$ cat src/rtl/sudoku_pkg.sv
// Shared constants, digit codes and FSM encoding for the sudoku mask decoder.
package sudoku_pkg;

  localparam int N      = 9;
  localparam int CELLS  = 81;
  localparam int MASK_W = 729;

  localparam logic [3:0] DIG_UNRES    = 4'd0;
  localparam logic [3:0] DIG_CONFLICT = 4'd15;

  typedef enum logic [1:0] {
    ST_IDLE  = 2'd0,
    ST_SCAN  = 2'd1,
    ST_DRAIN = 2'd2,
    ST_DONE  = 2'd3
  } state_t;

endpackage

$ cat src/rtl/sudoku_cell_decode.sv
// Classifies one cell's 9 exclusion bits into a digit code plus solved/conflict flags.
module sudoku_cell_decode
  import sudoku_pkg::*;
(
  input  logic [N-1:0] bits,
  output logic [3:0]   digit,
  output logic         solved,
  output logic         conflict
);

  logic [3:0] n_clear;
  logic [3:0] pos;

  always_comb begin
    n_clear = '0;
    pos     = '0;
    for (int d = 0; d < N; d++) begin
      if (!bits[d]) begin
        n_clear = n_clear + 4'd1;
        pos     = 4'(d);
      end
    end
    solved   = (n_clear == 4'd1);
    conflict = (n_clear == 4'd0);
    if (solved) begin
      digit = pos + 4'd1;
    end else if (conflict) begin
      digit = DIG_CONFLICT;
    end else begin
      digit = DIG_UNRES;
    end
  end

endmodule

$ cat src/rtl/sudoku_mask_decode.sv
// Captures one 729-bit elimination mask and streams the 81 cell results serially,
// one cell per cycle, over a valid/ready port, then pulses done with a frame summary.
module sudoku_mask_decode
  import sudoku_pkg::*;
#(
  parameter bit SKIP_UNRESOLVED   = 1'b0,
  parameter bit ABORT_ON_CONFLICT = 1'b0
) (
  input  logic              clk,
  input  logic              rst,
  input  logic              in_valid,
  output logic              in_ready,
  input  logic [MASK_W-1:0] puzzle_mask_bin,
  output logic              out_valid,
  input  logic              out_ready,
  output logic [3:0]        out_x,
  output logic [3:0]        out_y,
  output logic [3:0]        out_digit,
  output logic              done,
  output logic [6:0]        solved_count,
  output logic              conflict,
  output logic [1:0]        state_dbg
);

  // Handshake: a beat transfers on a rising edge where out_valid && out_ready;
  // out_* stay stable while out_valid=1 and out_ready=0. A frame transfers
  // on a rising edge where in_valid && in_ready.

  state_t state;
  state_t state_nxt;

  logic [CELLS-1:0][N-1:0] mask_q;
  logic [6:0]              c_q;
  logic [3:0]              x_q;
  logic [3:0]              y_q;

  logic [N-1:0] cell_bits;
  logic [3:0]   cell_digit;
  logic         cell_solved;
  logic         cell_conflict;

  logic free;
  logic emit;
  logic last_cell;
  logic abort_hit;

  assign cell_bits = mask_q[c_q];

  sudoku_cell_decode u_cell (
    .bits     (cell_bits),
    .digit    (cell_digit),
    .solved   (cell_solved),
    .conflict (cell_conflict)
  );

  assign free      = !out_valid || out_ready;
  assign emit      = !SKIP_UNRESOLVED || (cell_digit != DIG_UNRES);
  assign last_cell = (c_q == 7'(CELLS - 1));
  assign abort_hit = ABORT_ON_CONFLICT && cell_conflict;

  assign in_ready  = (state == ST_IDLE);
  assign done      = (state == ST_DONE);
  assign state_dbg = state;

  always_comb begin
    state_nxt = state;
    case (state)
      ST_IDLE:  if (in_valid) state_nxt = ST_SCAN;
      ST_SCAN:  if (free && (last_cell || abort_hit)) state_nxt = ST_DRAIN;
      ST_DRAIN: if (free) state_nxt = ST_DONE;
      ST_DONE:  state_nxt = ST_IDLE;
      default:  state_nxt = ST_IDLE;
    endcase
  end

  // Mask contents are don't-care outside a frame, so the capture register has no reset.
  always_ff @(posedge clk) begin
    if (state == ST_IDLE && in_valid) begin
      mask_q <= puzzle_mask_bin;
    end
  end

  always_ff @(posedge clk) begin
    if (rst) begin
      state        <= ST_IDLE;
      c_q          <= '0;
      x_q          <= '0;
      y_q          <= '0;
      out_valid    <= 1'b0;
      out_x        <= '0;
      out_y        <= '0;
      out_digit    <= '0;
      solved_count <= '0;
      conflict     <= 1'b0;
    end else begin
      state <= state_nxt;
      case (state)
        ST_IDLE: begin
          if (in_valid) begin
            c_q          <= '0;
            x_q          <= '0;
            y_q          <= '0;
            solved_count <= '0;
            conflict     <= 1'b0;
          end
        end
        ST_SCAN: begin
          if (free) begin
            out_valid <= emit;
            if (emit) begin
              out_x     <= x_q;
              out_y     <= y_q;
              out_digit <= cell_digit;
            end
            solved_count <= solved_count + 7'(cell_solved);
            conflict     <= conflict | cell_conflict;
            c_q          <= c_q + 7'd1;
            // y walks the row, x advances on wrap; avoids any divide by 9.
            if (y_q == 4'(N - 1)) begin
              y_q <= '0;
              x_q <= x_q + 4'd1;
            end else begin
              y_q <= y_q + 4'd1;
            end
          end
        end
        ST_DRAIN: begin
          if (free) out_valid <= 1'b0;
        end
        default: ;
      endcase
    end
  end

endmodule
$ cat config.mk
export PLATFORM = sky130hd
export DESIGN_NAME = sudoku_mask_decode
export DESIGN_NICKNAME = d
export VERILOG_FILES = /design/src/rtl/sudoku_pkg.sv /design/src/rtl/sudoku_cell_decode.sv /design/src/rtl/sudoku_mask_decode.sv
export SDC_FILE = /design/constraint.sdc
export NUM_CORES = 1
export LEC_CHECK = 0
export BUFFER_PORTS_ARGS = -buffer_cell sky130_fd_sc_hd__buf_2
export CAP_MARGIN = 0
export CORE_AREA = 2 2 295 297
export CTS_CLUSTER_DIAMETER = 150
export CTS_CLUSTER_SIZE = 16
export DETAILED_ROUTE_END_ITERATION = 16
export DIE_AREA = 0 0 297 299
export SLEW_MARGIN = 20
export SYNTH_ARGS = -nofsm -noshare
export SYNTH_HDL_FRONTEND = slang
export SYNTH_SLANG_ARGS = --single-unit
$ cat constraint.sdc
create_clock -name clk -period 32.1 [get_ports clk]
set_input_delay 9.63 -clock clk [delete_from_list [all_inputs] [get_ports clk]]
set_output_delay 9.63 -clock clk [all_outputs]
set_load 0.02 [all_outputs]
==> results of run 1 <==
## through the flow
stage          instance area (um^2)  instances  hold slack [ns]  power (mW)
2_1_floorplan                 30660       1596           0.4552       2.185
3_5_place_dp                  35610       3462           0.4510       2.198
6_report                      37110       3556           0.4622       2.807
4_1_cts                       37070       3537           0.4691       2.834
5_1_grt                       37100       3552           0.4836       2.944
3_3_place_gp                  35610       3462           0.4394       2.164
## cell families (layout without fill, tap and decap cells)
kind of cell / after synthesis / in the layout
flip-flops: 767 / 767
adder cells (fa/ha/maj): 20 / 20
buffers and inverters: 102 / 888
XOR/XNOR: 24 / 24
AO/OA/AOI/OAI: 185 / 185
other: 0 / 19
AND/OR/NAND/NOR: 245 / 245
multiplexers: 253 / 253
## worst min-delay path, delay by kind of cell (launching register included)
kind             cells  cell delay [ns]
flip-flops           1             0.33
AND/OR/NAND/NOR      1             0.04
AO/OA/AOI/OAI        1             0.05
## synthesized netlist by cell type (5+ instances only)
cell	instances
edfxtp_1	729
mux4_2	133
mux2i_1	110
nand2_1	75
nor2_1	47
dfxtp_1	38
a21oi_1	37
nand3_1	34
o22ai_1	28
a22oi_1	26
inv_1	22
buf_6	21
ha_1	20
buf_2	16
buf_4	16
clkbuf_1	16
o21ai_0	14
xor2_1	13
nor2b_1	12
nor3_1	11
nand2b_1	10
nand4_1	10
a211oi_1	9
a22o_1	8
o221ai_1	8
xnor2_1	8
and2_1	7
nand3b_1	7
a211o_1	6
a31oi_1	6
or2_2	6
a221oi_1	5
buf_1	5
mux2_2	5
mux4_1	5
## where the power goes
group	total, mW	leakage [nW]	internal, mW	switching, mW
combinational	0.700	5.26	0.274	0.426
sequential	1.47	7.26	1.40	0.0699
clock	0.637	0.701	0.303	0.334
## cells in the final DEF, fill, tap and decap left out, drive strengths merged, types with 19 or more instances in the layout
cell	instances
nand3	34
a22oi	26
mux2i	110
nor2	48
edfxtp	729
o22ai	28
a21oi	37
clkbuf	72
dfxtp	38
mux4	138
diode	19
buf	790
inv	24
ha	20
nand2	75
## state kept, by name, summed over array words and instances (netlist names)
name	count
y_q	4
out_digit	4
c_q	7
out_y	4
conflict	1
mask_q	729
solved_count	7
x_q	4
out_valid	1
state_dbg	2
out_x	4
## worst max-delay path by stage
stage | from | to | slack (ns) | depth (start not counted)
2_1_floorplan | in_valid | mask_q[0] | 7.30 | 2
3_3_place_gp | in_valid | mask_q[330] | 18.51 | 6
3_5_place_dp | in_valid | mask_q[330] | 18.34 | 6
4_1_cts | in_valid | mask_q[114] | 19.04 | 6
5_1_grt | in_valid | mask_q[651] | 18.72 | 6
6_report | in_valid | mask_q[588] | 18.94 | 6
## routing by layer
layer	global-route usage	share of wire	up-vias
met5	0	0.00082	-
met4	0.05435	0.023	14
met3	0.03199	0.053	129
met2	0.3772	0.52	716
met1	0.2708	0.40	9345
li1	-	-	8036
## final cells by class
type | count | area [um^2] | share of cell area
antenna | 19 | 47.55 | 0.001281
clock buffer | 72 | 1398 | 0.03766
clock inverter | 3 | 58.81 | 0.001584
inverter | 23 | 93.84 | 0.002528
multi-input combinational | 727 | 7345 | 0.1979
sequential | 767 | 22670 | 0.6107
tap | 1155 | 1445 | 0.03894
timing repair buffer | 790 | 4061 | 0.1094
==> impl_metrics.csv, run 1 <==
group,metric,value,unit
sta,rsz_0062_raised_after_global_routing,"no",
routing,post_route_drc,0,
synthesis,synthMuxAreaShare,0.1397,
critical_path,crit_path_frequent_cell,"buf_4",
synthesis,count_of_warnings_emitted_by_yosys,0,
synthesis,synth_ff_type,"edfxtp_1",
floorplan,floorplan.die_area,88800,um^2
synthesis,synth_top_family_by_area,"multiplexers",
outcome,run_status,"completed",
floorplan,overall_die_width,297,um
clock_tree,cts_inserted_buffers,53,
routing,antenna_violating_nets_post_route,0,
floorplan,core-area,85940,um^2
clock_tree,clock_sink_count,767,
placement,gp_routability_congestion,0.8521,
synthesis,post_synth_xor_area_fraction,0.007998,
sta,upper_clock_frequency_limit,76.01,MHz
sta,fin_crit_sh,0.4099,
placement,pre_cts_slack,18.34,ns
global_routing,grt_pass1_vias,18969,
global_routing,grtUsageTotal,0.2118,
worst_hold_path,timing.hold.worst.start,"conflict",
routing,drt-total-wl,97.03,mm
floorplan,die-height,299,um
routing,route.detailed.wl_per_inst,27.29,um
critical_path,cpMaxStageDelayCell,"buf_4",
sta,min_cycle_time_layout,13.16,ns
routing,detail_route.first_pass.iterations,5,
sta,final_max_slew_viol_count,0,
critical_path,rr_endpoint,"solved_count[5]",
clock_tree,source_to_sink_clock_delay_at_the_later_pin_of_the_worst_skew_pair,0.65,ns
clock_tree,clock_path_buffers,3,
critical_path,critPathLaunchType,"input pin",
synthesis,yosys.area_share.adder,0.008161,
cells_and_area,final_core_util,0.4319,
global_routing,grt_start_max_net_pins,186,
synthesis,synth_area,30660,um^2
power_and_ir_drop,p_leak,13.23,nW
critical_path,ff2ff_path_depth,38,
power_and_ir_drop,irDropWorstVdd,0.00005975,V
worst_hold_path,hold_path.class,"flop to flop",
clock_tree,holdBufCountCts,0,
synthesis,area_share_of_the_largest_cell_type_after_synthesis,0.7139,
clock_tree,cts_resized,0,
routing,vias,18240,
cells_and_area,area_delta_synth_final,21.04,%
critical_path,cp-end-kind,"flop",
routing,routed_via_density,5.129,
global_routing,grt_first_pass_wirelength,135.0,mm
sta,final_tns_setup,0,ns
critical_path,critPathArrivalTime,13.41,ns
critical_path,worstPathCellList,"buf_2 > nand2_1 > inv_8 > buf_12 > buf_4 > buf_4",
clock_tree,clockRootBuffer,"clkbuf_16",
placement,io_buffer_count,757,
floorplan,num_ports,758,
synthesis,synth.yosys.seq_area_share,0.7387,
power_and_ir_drop,power-per-cell-area,75.63,nW/um^2
synthesis,yosys.area.top_type,"edfxtp_1",
clock_tree,post_cts_buffers,0,
synthesis,synth_cells,1596,
sta,report.final.hold_viol_count,0,
critical_path,critical-path-max-stage-delay,0.95,ns
cells_and_area,nNetsFinal,3115,
sta,worst_setup_slack_after_layout,18.94,ns
sta,max_slew_margin,0.2371,
synthesis,syn-mean-instance-area,19.21,um^2
floorplan,placement_rows,108,
worst_hold_path,worstHoldPathCells,2,
clock_tree,cts.htree.levels,2,
cells_and_area,n_fill_cell,7674,
placement,hpwl_after_dpl,71.91,mm
clock_tree,worst_setup_hold_path_clk_slew,0.07,ns
cells_and_area,share_of_layout_cells_above_drive_strength_1,0.4291,
synthesis,synth-edff-count,729,
critical_path,setup.reg_to_reg.worst_slack,21.72,ns
critical_path,worstPathRequired,32.35,ns
critical_path,cp_max_fo,185,
synthesis,flip_flop_and_latch_count_after_synthesis,767,
sta,worst_slew_pin_slew,1.144,ns
critical_path,worstSetupPathType,"input pin to flop",
synthesis,number_of_distinct_standard_cells_referenced_by_the_synthesized_netlist,79,
flow_run,maxCapViolations,0,
clock_tree,clock_tree_from_tritoncts,"done",
worst_hold_path,worst_hold_end,"conflict",
synthesis,postSynthNetCount,2349,
synthesis,synthSimpleGateAreaFrac,0.04027,
floorplan,initial_core_utilization,0.3568,
sta,fin_worst_skew,0.05045,ns
critical_path,crit_family,"buffers and inverters",
synthesis,compound_gate_fraction_of_synth_area,0.04297,
synthesis,synth_top_cells_by_area,"edfxtp_1 (71%), mux4_2 (9.8%), mux2i_1 (3.6%)",
routing,dr.first_iter.drc_count,1511,
sta,setup-violations-final,0,
global_routing,overflow_after_grt,0,
critical_path,critPathBufInv,5,
global_routing,initial_antenna_violation_count,26,
critical_path,crit-reg2reg-launch,"c_q[1]",
synthesis,synth_async_sr_flop_share,0,
Power figures use the tool's default switching activity.
==> run 2: changes to the inputs <==
--- a/config.mk
+++ b/config.mk
@@ -7,11 +7,11 @@
 export LEC_CHECK = 0
 export BUFFER_PORTS_ARGS = -buffer_cell sky130_fd_sc_hd__buf_2
 export CAP_MARGIN = 0
-export CORE_AREA = 2 2 295 297
+export CORE_AREA = 2 2 297 299
 export CTS_CLUSTER_DIAMETER = 150
 export CTS_CLUSTER_SIZE = 16
 export DETAILED_ROUTE_END_ITERATION = 16
-export DIE_AREA = 0 0 297 299
+export DIE_AREA = 0 0 299 301
 export SLEW_MARGIN = 20
 export SYNTH_ARGS = -nofsm -noshare
 export SYNTH_HDL_FRONTEND = slang
==> constraint.sdc (replaced) <==
create_clock -name clk -period 10.8 [get_ports clk]
set_input_delay 3.24 -clock clk [delete_from_list [all_inputs] [get_ports clk]]
set_output_delay 3.24 -clock clk [all_outputs]
set_load 0.02 [all_outputs]
==> impl_metrics.csv, run 2 (synthesis gave the netlist of run 1 again) <==
group,metric,value,unit
global_routing,overflow_after_grt,0,
sta,report.final.hold_viol_count,0,
floorplan,placement_rows,108,
sta,rsz_0062_raised_after_global_routing,"no",
cells_and_area,mostFrequentLayoutCell,"buf_2",
critical_path,ff2ff_path_depth,37,
power_and_ir_drop,p_leak,13.24,nW
worst_hold_path,worst_hold_end,"out_y[3]",
routing,dr.first_iter.drc_count,1540,
sta,min_cycle_time_layout,9.205,ns
routing,drt-total-wl,98.51,mm
critical_path,setup.reg_to_reg.worst_slack,1.60,ns
clock_tree,clock_sink_count,767,
critical_path,cpMaxStageDelayCell,"dfxtp_4",
placement,io_buffer_count,757,
sta,finalHoldWorstSlack,0.4594,ns
cells_and_area,largest_reg_flops,729,
clock_tree,worst_setup_hold_path_clk_slew,0.08,ns
sta,max_slew_margin,0.2138,
cells_and_area,share_of_layout_cells_above_drive_strength_1,0.4270,
critical_path,worstPathRequired,11.32,ns
sta,worst_setup_slack_after_layout,1.595,ns
critical_path,crit_family,"adder cells",
placement,gp_routability_congestion,0.8589,
clock_tree,post_cts_buffers,0,
cells_and_area,n_fill_cell,7809,
clock_tree,source_to_sink_clock_delay_at_the_later_pin_of_the_worst_skew_pair,0.65,ns
flow_run,maxCapViolations,0,
cells_and_area,regMostFlops,"mask_q",
sta,worst_slew_pin_slew,1.179,ns
sta,final_max_slew_viol_count,0,
clock_tree,clock_tree_from_tritoncts,"done",
critical_path,critPathBufInv,4,
power_and_ir_drop,power-per-cell-area,227.6,nW/um^2
clock_tree,holdBufCountCts,0,
global_routing,grtUsageTotal,0.2121,
global_routing,grt_start_max_net_pins,197,
floorplan,num_ports,758,
routing,routed_via_density,5.154,
global_routing,grt_pass1_vias,19255,
cells_and_area,layout_top_registers,"mask_q x729, c_q x7, solved_count x7",
sta,fin_worst_skew,0.06292,ns
cells_and_area,multi_input_area,7361,um^2
routing,post_route_drc,0,
critical_path,crit-reg2reg-launch,"c_q[0]",
outcome,run_status,"completed",
worst_hold_path,timing.hold.worst.start,"out_y[3]",
cells_and_area,final_cell_mix,"buf_2 (757), edfxtp_1 (729), mux4_2 (133)",
critical_path,critPathArrivalTime,9.73,ns
critical_path,cp_max_fo,35,
global_routing,initial_antenna_violation_count,32,
critical_path,rr_endpoint,"solved_count[5]",
sta,fin_crit_sh,0.8523,
critical_path,worstSetupPathType,"flop to flop",
critical_path,critical-path-max-stage-delay,0.82,ns
sta,setup-violations-final,0,
clock_tree,cts_inserted_buffers,53,
cells_and_area,area_delta_synth_final,21.39,%
clock_tree,clock_path_buffers,3,
clock_tree,cts_resized,0,
floorplan,die-height,301,um
critical_path,crit_path_frequent_cell,"ha_1",
power_and_ir_drop,irDropWorstVdd,0.0001463,V
critical_path,critPathLaunchType,"flop",
floorplan,overall_die_width,299,um
worst_hold_path,worstHoldPathCells,2,
placement,hpwl_after_dpl,74.26,mm
routing,vias,18422,
critical_path,cp-end-kind,"flop",
worst_hold_path,hold_path.class,"flop to flop",
global_routing,grt_first_pass_wirelength,136.5,mm
sta,upper_clock_frequency_limit,108.6,MHz
clock_tree,clockRootBuffer,"clkbuf_16",
routing,antenna_violating_nets_post_route,0,
clock_tree,cts.htree.levels,2,
floorplan,floorplan.die_area,90000,um^2
cells_and_area,nNetsFinal,3115,
placement,pre_cts_slack,1.678,ns
floorplan,core-area,86480,um^2
floorplan,initial_core_utilization,0.3546,
cells_and_area,seqCellArea,22670,um^2
routing,detail_route.first_pass.iterations,5,
routing,route.detailed.wl_per_inst,27.56,um
==> run 2: changes by cell type in the layout (fill, tap and decap cells not counted), moves of 3 or more <==
cell / delta
buf_12: +3
buf_4: -3
clkbuf_1: +14
diode_2: +4
==> run 2: power by group <==
group / internal, mW / leakage [nW] / switching (mW) / total [mW]
logic: 0.833 / 5.27 / 1.33 / 2.16
registers: 4.16 / 7.26 / 0.222 / 4.38
clock network: 0.920 / 0.715 / 1.01 / 1.93
total: 5.91 / 13.2 / 2.56 / 8.47
==> run 2: how the worst max path moves through the flow <==
stage                        start  slack [ns]  cells after the start               to
final                       c_q[0]        1.60                     37  solved_count[5]
after global routing        c_q[0]        0.99                     37  solved_count[5]
after CTS                   c_q[0]        1.57                     37  solved_count[5]
after detailed placement    c_q[0]        1.68                     37  solved_count[5]
after global placement      c_q[0]        1.87                     37  solved_count[5]
after floorplan           in_valid       -3.88                      2        mask_q[0]
==> run 2: layer usage <==
layer	up-vias	GRT usage	routed length [um]
met5	-	0	96
met4	18	0.05595	2328
met3	135	0.03362	4957
met2	657	0.3767	51900
met1	9575	0.2701	39220
li1	8037	-	-
==> run 2: worst register-to-register path: cells and delay by family (launching register included) <==
kind | cells | cell delay [ns]
AND/OR/NAND/NOR | 12 | 2.02
adder cells (fa/ha/maj) | 8 | 2.30
buffers and inverters | 4 | 0.76
multiplexers | 3 | 1.08
AO/OA/AOI/OAI | 10 | 2.17
flip-flops | 1 | 0.82
==> run 2: final cells by class <==
type | instances | share of cell area
sequential | 767 | 0.6089
timing repair buffer | 790 | 0.1101
inverter | 23 | 0.002420
clock inverter | 3 | 0.001479
multi-input combinational | 727 | 0.1977
clock buffer | 86 | 0.03896
antenna | 23 | 0.001546
tap | 1155 | 0.03882
==> run 2: stage by stage <==
stage	util	power, mW	cells	TNS, ns	instance area (um^2)
2_1_floorplan	-	6.276	1596	-2827.22	30680
3_3_place_gp	0.4123	6.536	3462	0	35660
3_5_place_dp	0.4123	6.619	3462	0	35660
4_1_cts	0.4297	8.548	3551	0	37170
5_1_grt	0.4303	8.854	3569	0	37210
6_report	0.4304	8.471	3574	0	37220
==> run 3: changes to the inputs <==
--- a/config.mk
+++ b/config.mk
@@ -12,6 +12,7 @@
 export CTS_CLUSTER_SIZE = 16
 export DETAILED_ROUTE_END_ITERATION = 16
 export DIE_AREA = 0 0 299 301
+export GPL_TIMING_DRIVEN = 0
 export SLEW_MARGIN = 20
 export SYNTH_ARGS = -nofsm -noshare
 export SYNTH_HDL_FRONTEND = slang
==> impl_metrics.csv, run 3 (synthesis gave the netlist of run 1 again) <==
group,metric,value,unit
outcome,run_status,"completed",
placement,placed_instances,3530,
sta,min_cycle_time_layout,10.10,ns
cells_and_area,largest_reg_flops,729,
placement,pre_cts_slack,-0.6737,ns
cells_and_area,post_layout_nonfiller_instances,3627,
floorplan,overall_die_width,299,um
placement,hpwl_after_dpl,79.61,mm
routing,detail_route.first_pass.iterations,5,
routing,vias,18611,
global_routing,grt_first_pass_wirelength,140.6,mm
cells_and_area,final_cell_mix,"buf_2 (769), edfxtp_1 (729), mux4_2 (133)",
critical_path,crit_path_frequent_cell,"ha_1",
global_routing,grt_pass1_vias,19290,
placement,io_buffer_count,757,
worst_hold_path,worstHoldPathCells,2,
global_routing,grt_start_max_net_pins,42,
clock_tree,clock_sink_count,767,
routing,antenna_violating_nets_post_route,0,
critical_path,critPathBufInv,11,
routing,drt-total-wl,102.8,mm
sta,report.final.hold_viol_count,0,
floorplan,placement_rows,108,
critical_path,critical-path-max-stage-delay,0.45,ns
sta,fin_worst_skew,0.05750,ns
cells_and_area,layout_top_registers,"mask_q x729, c_q x7, solved_count x7",
critical_path,critPathArrivalTime,10.64,ns
power_and_ir_drop,power-per-cell-area,227.3,nW/um^2
sta,fin_crit_sh,0.9355,
critical_path,rr_endpoint,"solved_count[5]",
flow_run,maxCapViolations,0,
critical_path,cp_max_fo,10,
critical_path,setup.reg_to_reg.worst_slack,0.70,ns
floorplan,floorplan.die_area,90000,um^2
sta,worst_setup_slack_after_layout,0.6969,ns
cells_and_area,final_core_util,0.4387,
global_routing,groute.layer.met2.usage,0.3919,
sta,rsz_0062_raised_after_global_routing,"no",
global_routing,initial_antenna_violation_count,36,
worst_hold_path,timing.hold.worst.start,"out_y[0]",
worst_hold_path,worst_hold_end,"out_y[0]",
sta,worst_slew_pin_slew,1.092,ns
global_routing,grtUsageTotal,0.2227,
cells_and_area,nNetsFinal,3178,
sta,max_slew_margin,0.2719,
floorplan,core-area,86480,um^2
placement,postPlaceCellArea,36380,um^2
clock_tree,source_to_sink_clock_delay_at_the_later_pin_of_the_worst_skew_pair,0.66,ns
critical_path,cpMaxStageDelayCell,"nor4_2",
sta,final_tns_setup,0,ns
global_routing,top_usage_layer,"met2",
clock_tree,holdBufCountCts,0,
clock_tree,cts_inserted_buffers,53,
clock_tree,post_cts_buffers,0,
critical_path,critPathLaunchType,"flop",
floorplan,num_ports,758,
clock_tree,clockRootBuffer,"clkbuf_16",
global_routing,overflow_after_grt,0,
clock_tree,worst_setup_hold_path_clk_slew,0.09,ns
critical_path,crit_family,"buffers and inverters",
cells_and_area,share_of_layout_cells_above_drive_strength_1,0.4357,
power_and_ir_drop,p_leak,13.61,nW
floorplan,die-height,301,um
critical_path,crit-reg2reg-launch,"c_q[1]",
clock_tree,cts.htree.levels,2,
clock_tree,clock_path_buffers,3,
routing,dr.first_iter.drc_count,1720,
critical_path,worstSetupPathType,"flop to flop",
sta,finalHoldWorstSlack,0.4570,ns
global_routing,grtUsageMet1,0.2795,
global_routing,met3_usage,0.04408,
critical_path,worstPathRequired,11.34,ns
power_and_ir_drop,power.total,8.624,mW
cells_and_area,regMostFlops,"mask_q",
sta,final_max_slew_viol_count,0,
critical_path,ff2ff_path_depth,43,
routing,routed_via_density,5.131,
routing,post_route_drc,0,
cells_and_area,area_delta_synth_final,23.72,%
placement,gp_routability_congestion,0.8453,
cells_and_area,mostFrequentLayoutCell,"buf_2",
sta,setup-violations-final,0,
power_and_ir_drop,irDropWorstVdd,0.0001228,V
clock_tree,clock_tree_from_tritoncts,"done",
cells_and_area,layout.cell_area.non_filler,37940,um^2
worst_hold_path,hold_path.class,"flop to flop",
critical_path,cp-end-kind,"flop",
routing,route.detailed.wl_per_inst,28.35,um
floorplan,initial_core_utilization,0.3546,
sta,upper_clock_frequency_limit,98.98,MHz
==> run 3: per-layer routing <==
layer | up-vias | routed length, um
li1 | 8182 | -
met1 | 9489 | 39500
met2 | 768 | 53880
met3 | 144 | 7005
met4 | 28 | 2262
met5 | - | 165
==> run 3: cell type report <==
cell class / count / area (um^2)
fill: 7724 / 48550
sequential: 767 / 22650
multi-input combinational: 727 / 7377
timing repair buffer: 779 / 4243
tap: 1155 / 1445
clock buffer: 76 / 1413
buffer: 74 / 601.8
inverter: 23 / 90.09
clock inverter: 3 / 58.81
antenna: 23 / 57.56
==> run 3: what timing repair did <==
| item | in CTS | in global routing |
|---|---|---|
| pin swaps | 0 | 0 |
| setup endpoints to repair | 7 | 7 |
| resized for setup | 8 | 11 |
==> run 3: power breakdown <==
group | switching (mW) | internal [mW] | total (mW)
Clock | 1.00 | 0.908 | 1.91
Sequential | 0.189 | 4.13 | 4.32
Combinational | 1.41 | 0.985 | 2.39
==> run 3: worst max-delay path by stage <==
stage | cells after the start | to | slack, ns | start
finish | 43 | solved_count[5] | 0.70 | c_q[1]
global route | 43 | solved_count[5] | 0.02 | c_q[1]
CTS | 44 | solved_count[5] | 0.04 | c_q[0]
detailed placement | 45 | solved_count[5] | -0.67 | c_q[1]
global placement | 3 | mask_q[639] | -7.68 | in_valid
floorplan | 2 | mask_q[0] | -3.88 | in_valid
==> run 3: worst register-to-register path: cells and delay by family, from the launching register on <==
family                   cells  cell delay [ns]
AO/OA/AOI/OAI               10             2.11
adder cells (fa/ha/maj)      8             2.26
buffers and inverters       11             2.57
flip-flops                   1             0.42
AND/OR/NAND/NOR             12             2.26
multiplexers                 2             0.39
